### src/rtl/pr_timer.sv
// pr_timer: memory-mapped down-counter with one-shot and auto-reload modes.
// Registers (word offsets): 0 CTRL {IM, Mode[1:0], Enable}, 1 PRESET,
// 2 COUNT (read-only), 3 reserved. Read data is registered (1-cycle latency).
module pr_timer #(
  parameter logic [31:0] BASE_ADDR = 32'h0000_7F00
) (
  input  logic        clk,
  input  logic        rst,
  input  logic [31:2] PrAddr,
  input  logic [31:0] PrWD,
  input  logic [3:0]  PrBE,
  input  logic        IOWrite,
  output logic [31:0] PrRD,
  output logic        IRQ
);

  typedef enum logic [1:0] {IDLE, LOAD, CNT, INT} state_t;

  state_t      state_q, state_d;
  logic [3:0]  ctrl_q, ctrl_d;
  logic [31:0] preset_q, preset_d;
  logic [31:0] count_q, count_d;
  logic [31:0] rd_q, rd_d;
  logic        irq_flag_q, irq_flag_d;

  logic        sel;
  logic [1:0]  offset;
  logic        wr_ctrl;
  logic        wr_preset;
  logic [31:0] be_mask;

  logic        enable;
  logic [1:0]  mode;
  logic        im;
  logic        auto_reload;

  assign enable      = ctrl_q[0];
  assign mode        = ctrl_q[2:1];
  assign im          = ctrl_q[3];
  assign auto_reload = (mode == 2'b01);

  // Address decode and write strobes for the 16-byte register window
  always_comb begin
    sel       = (PrAddr[31:4] == BASE_ADDR[31:4]);
    offset    = PrAddr[3:2];
    wr_ctrl   = IOWrite && sel && (offset == 2'd0);
    wr_preset = IOWrite && sel && (offset == 2'd1);
    be_mask   = {{8{PrBE[3]}}, {8{PrBE[2]}}, {8{PrBE[1]}}, {8{PrBE[0]}}};
  end

  // Timer FSM next state, then bus writes layered on top so they win
  always_comb begin
    state_d    = state_q;
    ctrl_d     = ctrl_q;
    preset_d   = preset_q;
    count_d    = count_q;
    irq_flag_d = irq_flag_q;

    case (state_q)
      IDLE: begin
        if (enable) state_d = LOAD;
      end
      LOAD: begin
        count_d = preset_q;
        state_d = CNT;
      end
      CNT: begin
        if (!enable) begin
          state_d = IDLE;
        end else if (count_q > 32'd1) begin
          count_d = count_q - 32'd1;
        end else begin
          count_d = '0;
          state_d = INT;
        end
      end
      INT: begin
        if (auto_reload) begin
          state_d = LOAD;
        end else begin
          ctrl_d[0]  = 1'b0;
          irq_flag_d = 1'b1;
          state_d    = IDLE;
        end
      end
      default: state_d = IDLE;
    endcase

    if (wr_ctrl) begin
      if (PrBE[0]) ctrl_d = PrWD[3:0];
      irq_flag_d = 1'b0;
    end
    if (wr_preset) begin
      preset_d   = (preset_q & ~be_mask) | (PrWD & be_mask);
      irq_flag_d = 1'b0;
    end
  end

  // Read mux: addressed register as it stands before the edge, 0 when unselected
  always_comb begin
    rd_d = '0;
    if (sel) begin
      case (offset)
        2'd0:    rd_d = {28'd0, ctrl_q};
        2'd1:    rd_d = preset_q;
        2'd2:    rd_d = count_q;
        default: rd_d = '0;
      endcase
    end
  end

  // State registers with asynchronous active-low reset
  always_ff @(posedge clk or negedge rst) begin
    if (!rst) begin
      state_q    <= IDLE;
      ctrl_q     <= '0;
      preset_q   <= '0;
      count_q    <= '0;
      irq_flag_q <= 1'b0;
      rd_q       <= '0;
    end else begin
      state_q    <= state_d;
      ctrl_q     <= ctrl_d;
      preset_q   <= preset_d;
      count_q    <= count_d;
      irq_flag_q <= irq_flag_d;
      rd_q       <= rd_d;
    end
  end

  assign PrRD = rd_q;
  assign IRQ  = (irq_flag_q & im) | ((state_q == INT) & auto_reload & im);

endmodule

### config.mk
export PLATFORM = sky130hd
export DESIGN_NAME = pr_timer
export DESIGN_NICKNAME = d
export VERILOG_FILES = /design/src/rtl/pr_timer.sv
export SDC_FILE = /design/constraint.sdc
export NUM_CORES = 1
export LEC_CHECK = 0
export CORE_MARGIN = 2
export CORE_UTILIZATION = 25
export DETAILED_ROUTE_END_ITERATION = 10
export PLACE_DENSITY = 0.42
export RECOVER_POWER = 100
export SETUP_SLACK_MARGIN = 0.5
export SLEW_MARGIN = 20
export SYNTH_ARGS = -nofsm -noshare
export SYNTH_HDL_FRONTEND = slang
export SYNTH_SLANG_ARGS = --single-unit
export TNS_END_PERCENT = 50
### constraint.sdc
create_clock -name clk -period 4.5 [get_ports clk]
set_input_delay 0.45 -clock clk [delete_from_list [all_inputs] [get_ports clk]]
set_output_delay 0.45 -clock clk [all_outputs]
set_load 0.05 [all_outputs]
==> results of run 1 <==
-- how the worst max path moves through the flow --
stage,slack [ps],endpoint,depth (start not counted)
global route,790,count_q[28],6
finish,1110,flop,6
detailed placement,920,flop,7
floorplan,2060,flop,8
CTS,1300,flop,7
global placement,990,flop,7
-- metal layers --
| layer | track usage | up-vias |
|---|---|---|
| li1 | - | 1978 |
| met1 | 0.1955 | 2058 |
| met2 | 0.2407 | 126 |
| met3 | 0.03270 | 12 |
| met4 | 0.03713 | 0 |
| met5 | 0 | - |
-- critical path: cells and delay by family --
kind | cells | cell delay, ps
multiplexers | 1 | 410
buffers and inverters | 1 | 540
AND/OR/NAND/NOR | 4 | 2210
-- layout by cell type (no fill, tap or decap), types with 2 or more instances in the layout --
cell / synthesis / layout
a21oi_1: 23 / 23
a221o_1: 3 / 3
a22o_1: 2 / 2
a22oi_1: 33 / 33
a31oi_1: 2 / 2
a32o_1: 2 / 2
a32oi_1: 7 / 7
and2_1: 2 / 2
and3_1: 3 / 3
buf_4: 1 / 4
clkbuf_1: 25 / 4
clkbuf_16: 0 / 9
clkbuf_8: 0 / 2
clkdlybuf4s50_1: 0 / 65
dfrtp_1: 103 / 103
dlygate4sd3_1: 0 / 35
ha_1: 2 / 2
inv_1: 11 / 12
mux2_2: 35 / 34
mux2i_1: 4 / 4
nand2_1: 30 / 30
nand2b_1: 5 / 5
nand3_1: 26 / 28
nand4_1: 5 / 5
nor2_1: 54 / 54
nor2b_1: 4 / 4
nor3_1: 13 / 13
nor4_1: 6 / 8
o211ai_1: 6 / 6
o21ai_0: 10 / 10
o22ai_1: 12 / 12
o311ai_0: 8 / 8
o31ai_1: 5 / 5
or3_1: 13 / 13
or4_1: 3 / 3
-- area by class of cell --
cell class              instances  share of cell area
inverters                      12            0.006950
repair buffers                108              0.1625
well taps                     265             0.05116
clock inverters                 3            0.006564
multi-input cells             338              0.3355
clock buffers                  12             0.03958
flip-flops and latches        103              0.3977
-- power breakdown --
group / total (mW) / internal [mW] / switching [mW]
logic: 0.0984 / 0.0551 / 0.0433
registers: 0.925 / 0.925 / 0.000000159
clock network: 0.807 / 0.458 / 0.349
total: 1.83 / 1.44 / 0.392
-- cell families after synthesis --
kind of cell,after synthesis,synth area share
AOI/OAI and AO/OA,121,0.1710
adders and majority gates,2,0.005036
buffers and inverters,41,0.03374
DFF,103,0.5188
muxes,39,0.08738
and+or+nand+nor,176,0.1841
-- metrics by stage --
step           cell area (sq um)  hold slack, ps  setup slack [ps]
3_3_place_gp                6245           505.5             985.8
6_report                    6481           107.3              1114
2_1_floorplan               4969           154.4              2063
5_1_grt                     6481           197.4             791.1
4_1_cts                     6546           306.6              1299
3_5_place_dp                6247           512.5             921.0
==> impl_metrics.csv, run 1 <==
group,metric,value,unit
synthesis,seq_area_frac_synth,0.5188,
die,rows,51,
critical_path,cp.required,4740,ps
critical_path,crit_fanout,15,
job,cap_violations,1,
cells_and_area,fin_nets,643,
routing,met2_length,7085,um
routing,first_pass_iters,6,
cells_and_area,postLayoutCoreUtil,0.3330,
die,start_util,0.2553,
sta,setup_violations,0,
global_routing,grt_max_degree,76,
synthesis,synth_top_area_share,0.5188,
synthesis,yosys.area.top_type,"dfrtp_1",
clocking,insertion_delay,360,ps
run_status,outcome,"complete, but fails checks",
sta,fin_tns_setup,0,ps
sta,slew_violations,29,
routing,first_iter_violations,275,
routing,antenna_left,0,
clocking,htree_levels,3,
die,coreArea,0.01946,sq mm
die,die_h,145.0,um
routing,routed.top_layer,"met4",
synthesis,synth_warnings,0,
cells_and_area,n_antenna_cell,0,
sta,maxSlewHeadroom,-0.002927,
routing,num_vias,4174,
clocking,cts_resized,0,
global_routing,grt_usage,0.1464,
critical_path,r2r_cells,7,
cells_and_area,fillers,2013,
synthesis,synth-seq-cells,103,
sta,period_needed,3386,ps
placement,dp.cells,826,
synthesis,ys_types,51,
sta,finalCritPeriodShare,0.7525,
critical_path,r2r-start,"state_q[0]",
clocking,root_buffer,"clkbuf_16",
cells_and_area,layout-drive-gt1-share,0.1007,
critical_path,cp.arrival,3630,ps
critical_path,critPathSlowestCell,"nor4b_2",
sta,rsz0062_at_grt,"no",
pwr,pwr_density_cell,282.5,mW/mm^2
die,die_w,145.0,um
clocking,cts_tree,"built",
global_routing,antenna_found_initial,0,
clocking,cts_made_buffers,9,
synthesis,postSynthCellCount,482,
routing,met3_length,692,um
synthesis,yosys-top-cells-area,"dfrtp_1 (52%), mux2_2 (7.9%), a22oi_1 (5.0%)",
clocking,holdBufCountCts,0,
critical_path,crit_start,"PrAddr[5]",
pwr,power,1.831,mW
synthesis,syn_area,0.004969,sq mm
run_status,violations,"capacitance limit, slew limit",
global_routing,first_global_vias,4375,
clocking,clock-sinks,103,
die,io_pins,102,
global_routing,grt_pass1_wl,24340,um
critical_path,startpoint_type,"input pin",
min_path,hold_path.class,"in -> async",
clocking,clockBufferDepth,2,
synthesis,synth_edf_count,0,
cells_and_area,seq_area,0.002577,sq mm
cells_and_area,multi_input_area,0.002175,sq mm
synthesis,syn_nets,553,
routing,routed_wl,14900,um
placement,dp_hpwl,10270,um
critical_path,crit_type,"in -> reg",
synthesis,asyncSetResetFlopFracSynth,1.000,
sta,worst_slew_pin_slew,1504,ps
critical_path,cp_cell_sequence,"dlygate4sd3_1 -> nor4_1 -> nand4_1 -> or4_1 -> nor4b_2 -> mux2_2",
routing,met1_length,6961,um
pwr,p_leak,2.870,nW
critical_path,cp-end-kind,"flop",
critical_path,slowest_delay,950,ps
die,die-area,0.02102,sq mm
sta,hold_violations,0,
clocking,path_clk_slew,60,ps
placement,gp_congestion,0.7824,
critical_path,rr_endpoint,"count_q[30]",
sta,fmax,0.2953,GHz
routing,wire_per_inst,17.72,um
clocking,cts_setup_buffers,0,
routing,routed_via_density,4.963,
critical_path,regToRegSetupSlack,1130,ps
pwr,peakVddDrop,0.1174,mV
global_routing,grt_overflow,0,
synthesis,ys_top_cells_by_count,"dfrtp_1 (103), nor2_1 (54), mux2_2 (35)",
placement,io_buffers,101,
routing,drc_errors,0,
sta,fin_skew,7.266,ps
cells_and_area,syn_to_final_growth,30.45,%
cells_and_area,fin_cells,841,
synthesis,synth_ff_type,"dfrtp_1",
synthesis,synth.avg_cell_area,10.31,sq um
synthesis,post-synth-top-count-cell,"dfrtp_1",
Note: power is estimated with default switching activity, not from simulation.
==> run 2, diff against run 1 <==
PLACE_DENSITY = 0.43   (was 0.42)
clock period = 3 ns   (was 4.5 ns; I/O delays follow)
==> impl_metrics.csv, run 2 (synthesized netlist as in run 1, its figures left out) <==
group,metric,value,unit
global_routing,grt_max_degree,58,
pwr,switchingPower,0.5830,mW
pwr,p_sw_frac,0.2130,
sta,fin_skew,11.03,ps
critical_path,startpoint_type,"input pin",
die,coreArea,0.01946,sq mm
min_path,holdPathStages,2,
sta,finalCritPeriodShare,0.8818,
sta,slew_violations,0,
critical_path,regToRegSetupSlack,420,ps
routing,antenna_left,0,
routing,drc_errors,0,
routing,num_vias,4272,
critical_path,cp.arrival,2880,ps
routing,first_iter_violations,284,
critical_path,r2r-start,"count_q[1]",
clocking,htree_levels,3,
clocking,root_buffer,"clkbuf_16",
cells_and_area,n_antenna_cell,0,
die,io_pins,102,
critical_path,r2r_cells,7,
pwr,pwr-share-clk,0.436,
sta,rsz0062_at_grt,"yes",
pwr,peakVddDrop,0.2316,mV
placement,dp_hpwl,10670,um
pwr,p_leak,3.019,nW
routing,first_pass_iters,4,
min_path,min_from,"irq_flag_q",
critical_path,cp_cell_sequence,"dlygate4sd3_1 -> nor4_1 -> nand3_1 -> or4_1 -> nor2_1 -> buf_4 -> nand3_2 -> mux2_2",
pwr,pwr-share-seq,0.507,
cells_and_area,multi_input_area,0.002281,sq mm
sta,maxSlewHeadroom,0.2063,
clocking,clockBufferDepth,2,
critical_path,crit_type,"in -> reg",
job,cap_violations,0,
sta,setup_violations,0,
sta,hold_violations,0,
cells_and_area,postLayoutCoreUtil,0.3472,
min_path,hold_end,"irq_flag_q",
cells_and_area,layout_commonest_cell,"dfrtp_1",
global_routing,antenna_found_initial,0,
placement,gp_congestion,0.8369,
cells_and_area,fin_nets,662,
clocking,clock-sinks,103,
cells_and_area,final_cell_mix,"dfrtp_1 (102), clkdlybuf4s50_1 (66), nor2_1 (54), mux2_2 (35), dlygate4sd3_1 (34)",
run_status,outcome,"finished clean",
min_path,hold_path.class,"reg -> reg",
critical_path,cp.required,3240,ps
pwr,internal_power,2.154,mW
clocking,cts_tree,"built",
cells_and_area,fillers,1973,
critical_path,critPathSlowestCell,"or4_1",
sta,fmax,0.3780,GHz
clocking,path_clk_slew,70,ps
cells_and_area,seq_area,0.002579,sq mm
die,die_w,145.0,um
die,start_util,0.2553,
placement,io_buffers,101,
critical_path,rr_endpoint,"count_q[31]",
clocking,insertion_delay,360,ps
clocking,cts_made_buffers,9,
die,die_h,145.0,um
global_routing,grt_usage,0.1470,
critical_path,cp-end-kind,"flop",
routing,wire_per_inst,17.27,um
sta,period_needed,2645,ps
cells_and_area,layout-drive-gt1-share,0.1594,
global_routing,grt_overflow,0,
critical_path,crit_fanout,8,
routing,routed_via_density,4.962,
pwr,pwr_density_cell,405.0,mW/mm^2
cells_and_area,syn_to_final_growth,35.99,%
global_routing,grt_pass1_wl,24460,um
die,rows,51,
global_routing,first_global_vias,4396,
sta,worst_slew_pin_slew,1191,ps
die,die-area,0.02102,sq mm
pwr,combinationalPowerShare,0.057,
critical_path,slowest_delay,610,ps
routing,routed_wl,14870,um
sta,fin_tns_setup,0,ps
run 2: cell count changes in the layout (fill, tap and decap cells not counted), moves of 2 or more:
cell,previous run,this run
nor4_2,0,2
nand3_2,0,3
nor4_1,8,3
clkbuf_8,2,5
buf_4,4,18
clkbuf_4,0,2
nor3_1,13,11
nor3_2,0,2
nand3_1,28,25
nor4_4,0,3
run 2: how the worst max path moves through the flow:
| stage | cells past startpoint | from | slack, ps | end |
|---|---|---|---|---|
| 6_report | 8 | PrAddr[18] | 350 | flop |
| 5_1_grt | 8 | PrAddr[18] | 210 | flop |
| 4_1_cts | 4 | state_q[0] | 500 | IRQ |
| 3_5_place_dp | 8 | PrAddr[5] | 50 | flop |
| 3_3_place_gp | 8 | PrAddr[5] | 80 | flop |
| 2_1_floorplan | 8 | PrAddr[5] | 710 | flop |
run 2: critical path, delay by kind of cell:
kind / cells / cell delay (ps)
AND/OR/NAND/NOR: 5 / 1510
buffers and inverters: 2 / 730
multiplexers: 1 / 350
run 2: final cells by class:
type                            instances  area share
Multi-Input combinational cell        338      0.3376
Clock buffer                           15     0.04407
Sequential cell                       103      0.3817
Tap cell                              265     0.04907
Timing Repair Buffer                  127      0.1796
Clock inverter                          1    0.001296
Inverter                               12    0.006667
run 2: power groups by stage:
stage               registers [mW]  clock network, mW  logic [mW]
finish                        1.39               1.19       0.155
global route                  1.39               1.30       0.171
CTS                           1.39               1.23       0.163
detailed placement            1.41                  0       0.161
global placement              1.41                  0       0.161
floorplan                     1.42                  0      0.0211
run 2: through the flow:
stage	worst slack, ps	area, sq um	power [mW]	hold slack (ps)	instances
floorplan	712.8	4969	1.436	4.409	482
global placement	84.53	6382	1.576	367.1	841
detailed placement	52.24	6382	1.576	365.3	841
CTS	496.2	6736	2.781	523.1	858
global route	213.1	6756	2.858	551.3	861
finish	354.5	6756	2.737	520.7	861
run 2: timing repair:
item / 4_1_cts / 5_1_grt
hold buffers: 1 / 0
endpoints found under the setup margin: 39 / 50
hold endpoints to repair: 46 / 0
pin swaps: 0 / 4
setup buffers: 0 / 3
resized for setup: 8 / 13
run 2: metal layers:
| metal | part of all wire | vias to the layer above | track usage |
|---|---|---|---|
| li1 | - | 2011 | - |
| met1 | 0.46 | 2116 | 0.1942 |
| met2 | 0.46 | 134 | 0.2329 |
| met3 | 0.060 | 11 | 0.03239 |
| met4 | 0.013 | 0 | 0.06188 |
| met5 | 0 | - | 0 |
==> run 3, diff against run 2 <==
ABC_AREA = 1   (was not set)
SKIP_LAST_GASP = 1   (was not set)
==> impl_metrics.csv, run 3 <==
group,metric,value,unit
routing,routed_wl,15290,um
synthesis,synth_ff_type,"dfrtp_1",
clocking,cts_resized,0,
synthesis,synth_edf_count,0,
critical_path,cp-end-kind,"output pin",
cells_and_area,n_antenna_cell,0,
die,start_util,0.2544,
clocking,root_buffer,"clkbuf_16",
synthesis,asyncSetResetFlopFracSynth,1.000,
die,die-area,0.02342,sq mm
min_path,hold_path.class,"in -> reg",
routing,routed_via_density,4.229,
clocking,path_clk_slew,80,ps
sta,maxSlewHeadroom,0.1958,
critical_path,r2r_cells,7,
pwr,p_leak,3.622,nW
sta,fmax,0.4150,GHz
routing,wire_per_inst,13.49,um
cells_and_area,fin_nets,920,
critical_path,crit_type,"reg -> out",
clocking,cts_tree,"built",
clocking,cts_setup_buffers,0,
synthesis,seq_area_frac_synth,0.4642,
critical_path,cp.required,2700,ps
cells_and_area,fillers,2335,
die,rows,54,
synthesis,yosys-top-cells-area,"dfrtp_1 (46%), nand2_1 (22%), nor2_1 (5.1%)",
synthesis,post-synth-top-count-cell,"nand2_1",
cells_and_area,final_cell_mix,"nand2_1 (321), dfrtp_1 (103), nor2_1 (75), clkdlybuf4s50_1 (66), inv_1 (62)",
routing,first_pass_iters,5,
die,coreArea,0.02182,sq mm
job,cap_violations,0,
global_routing,grt_pass1_wl,26060,um
synthesis,yosys.area.top_type,"dfrtp_1",
sta,fin_skew,10.88,ps
sta,fin_tns_setup,0,ps
placement,place_area,0.006854,sq mm
synthesis,syn_nets,825,
synthesis,postSynthCellCount,754,
pwr,pwr_density_cell,376.5,mW/mm^2
die,io_pins,102,
clocking,clock-sinks,103,
synthesis,ys_types,33,
global_routing,first_global_vias,4951,
run_status,outcome,"finished clean",
critical_path,startpoint_type,"flop",
cells_and_area,layout_commonest_cell,"nand2_1",
clocking,clockBufferDepth,2,
synthesis,synth-seq-cells,103,
min_path,holdPathStages,3,
sta,slew_violations,0,
cells_and_area,design_area,0.007111,sq mm
global_routing,antenna_found_initial,0,
clocking,insertion_delay,360,ps
cells_and_area,layout-drive-gt1-share,0.06440,
die,die_w,153.0,um
sta,rsz0062_at_grt,"no",
synthesis,syn_area,0.005553,sq mm
synthesis,synth_top_area_share,0.4642,
pwr,peakVddDrop,0.2012,mV
synthesis,synth.avg_cell_area,7.364,sq um
global_routing,grt_usage,0.1370,
synthesis,synth_warnings,0,
routing,first_iter_violations,226,
sta,setup_violations,0,
sta,finalCritPeriodShare,0.8031,
sta,worst_slew_pin_slew,1205,ps
clocking,cts_made_buffers,9,
critical_path,cp.arrival,2110,ps
routing,antenna_left,0,
die,die_h,153.0,um
global_routing,grt_max_degree,68,
placement,io_buffers,101,
sta,period_needed,2409,ps
global_routing,grt_overflow,0,
cells_and_area,syn_to_final_growth,28.05,%
placement,dp_hpwl,11260,um
sta,hold_violations,0,
synthesis,ys_top_cells_by_count,"nand2_1 (321), dfrtp_1 (103), nor2_1 (75)",
routing,num_vias,4796,
clocking,htree_levels,3,
critical_path,crit_fanout,3,
placement,gp_congestion,0.8191,
routing,drc_errors,0,
==> run 3: cell types whose count changed after synthesis, moves of 13 or more <==
cell,delta
or3_1,-13
nor2_1,+21
o21ai_1,+52
inv_1,+50
mux2_2,-35
clkbuf_1,-13
nand2_1,+291
nand3_1,-13
a22oi_1,-33
==> run 3: layer usage <==
metal	share of wire	track usage	up-vias
met2	0.44	0.2141	76
met4	0.011	0.03880	0
li1	-	-	2550
met3	0.031	0.02297	10
met5	0	0	-
met1	0.51	0.1956	2160
==> run 3: path summary, 6_finish.rpt <==
kind | from | end | slack [ps]
max reg2reg | state_q[0] | count_q[24] | 630
min | PrWD[31] | flop | 480
min reg2reg | flop | flop | 510
max | ctrl_q[1] | IRQ | 590
max in group asynchronous | rst | async pin | 810
min in group asynchronous | rst | async pin | 630
==> run 3: through the flow <==
stage                     worst slack (ps)  total power [mW]  std cells    util  hold slack (ps)
after detailed placement             771.1             1.582       1117  0.3141            315.7
after global placement               856.5             1.583       1117  0.3141            312.2
after floorplan                       1375             1.445        754       -            4.409
after global routing                 321.2             2.796       1134  0.3258            500.7
after CTS                            604.4             2.738       1134  0.3274            457.9
final                                590.6             2.677       1134  0.3258            480.7
==> run 3: where the power goes <==
part           internal, mW  switching [mW]
combinational        0.0876          0.0719
sequential             1.39   0.00000000798
clock                 0.572           0.558
==> run 3: cells by family (layout without fill, tap and decap cells) <==
group | count (synthesis) | after routing | share of synthesized area
AOI/OAI and AO/OA | 98 | 98 | 0.09509
xor gates and xnor gates | 13 | 13 | 0.02050
adders and majority gates | 2 | 2 | 0.004506
buffers and inverters | 90 | 190 | 0.06579
DFF | 103 | 103 | 0.4642
and+or+nand+nor | 448 | 448 | 0.3499
==> run 3: cell type report <==
class / instances / area (sq um) / share of cell area
Inverter: 66 / 247.7 / 0.03484
Multi-Input combinational cell: 561 / 2596 / 0.3651
Sequential cell: 103 / 2577 / 0.3625
Tap cell: 280 / 350.3 / 0.04927
Clock inverter: 7 / 56.30 / 0.007918
Clock buffer: 9 / 225.2 / 0.03167
Timing Repair Buffer: 108 / 1057 / 0.1487
==> run 3: worst max-delay path, stage by stage (launching register included) <==
cell and delay, ps:
dfrtp_1 390, inv_1 60, nor3_1 270, o21a_1 160, dlygate4sd3_1 870
==> run 3: what timing repair did <==
item,CTS,global route
endpoints found under the hold margin,36,0
hold buffers,1,0
setup endpoints to repair,0,0
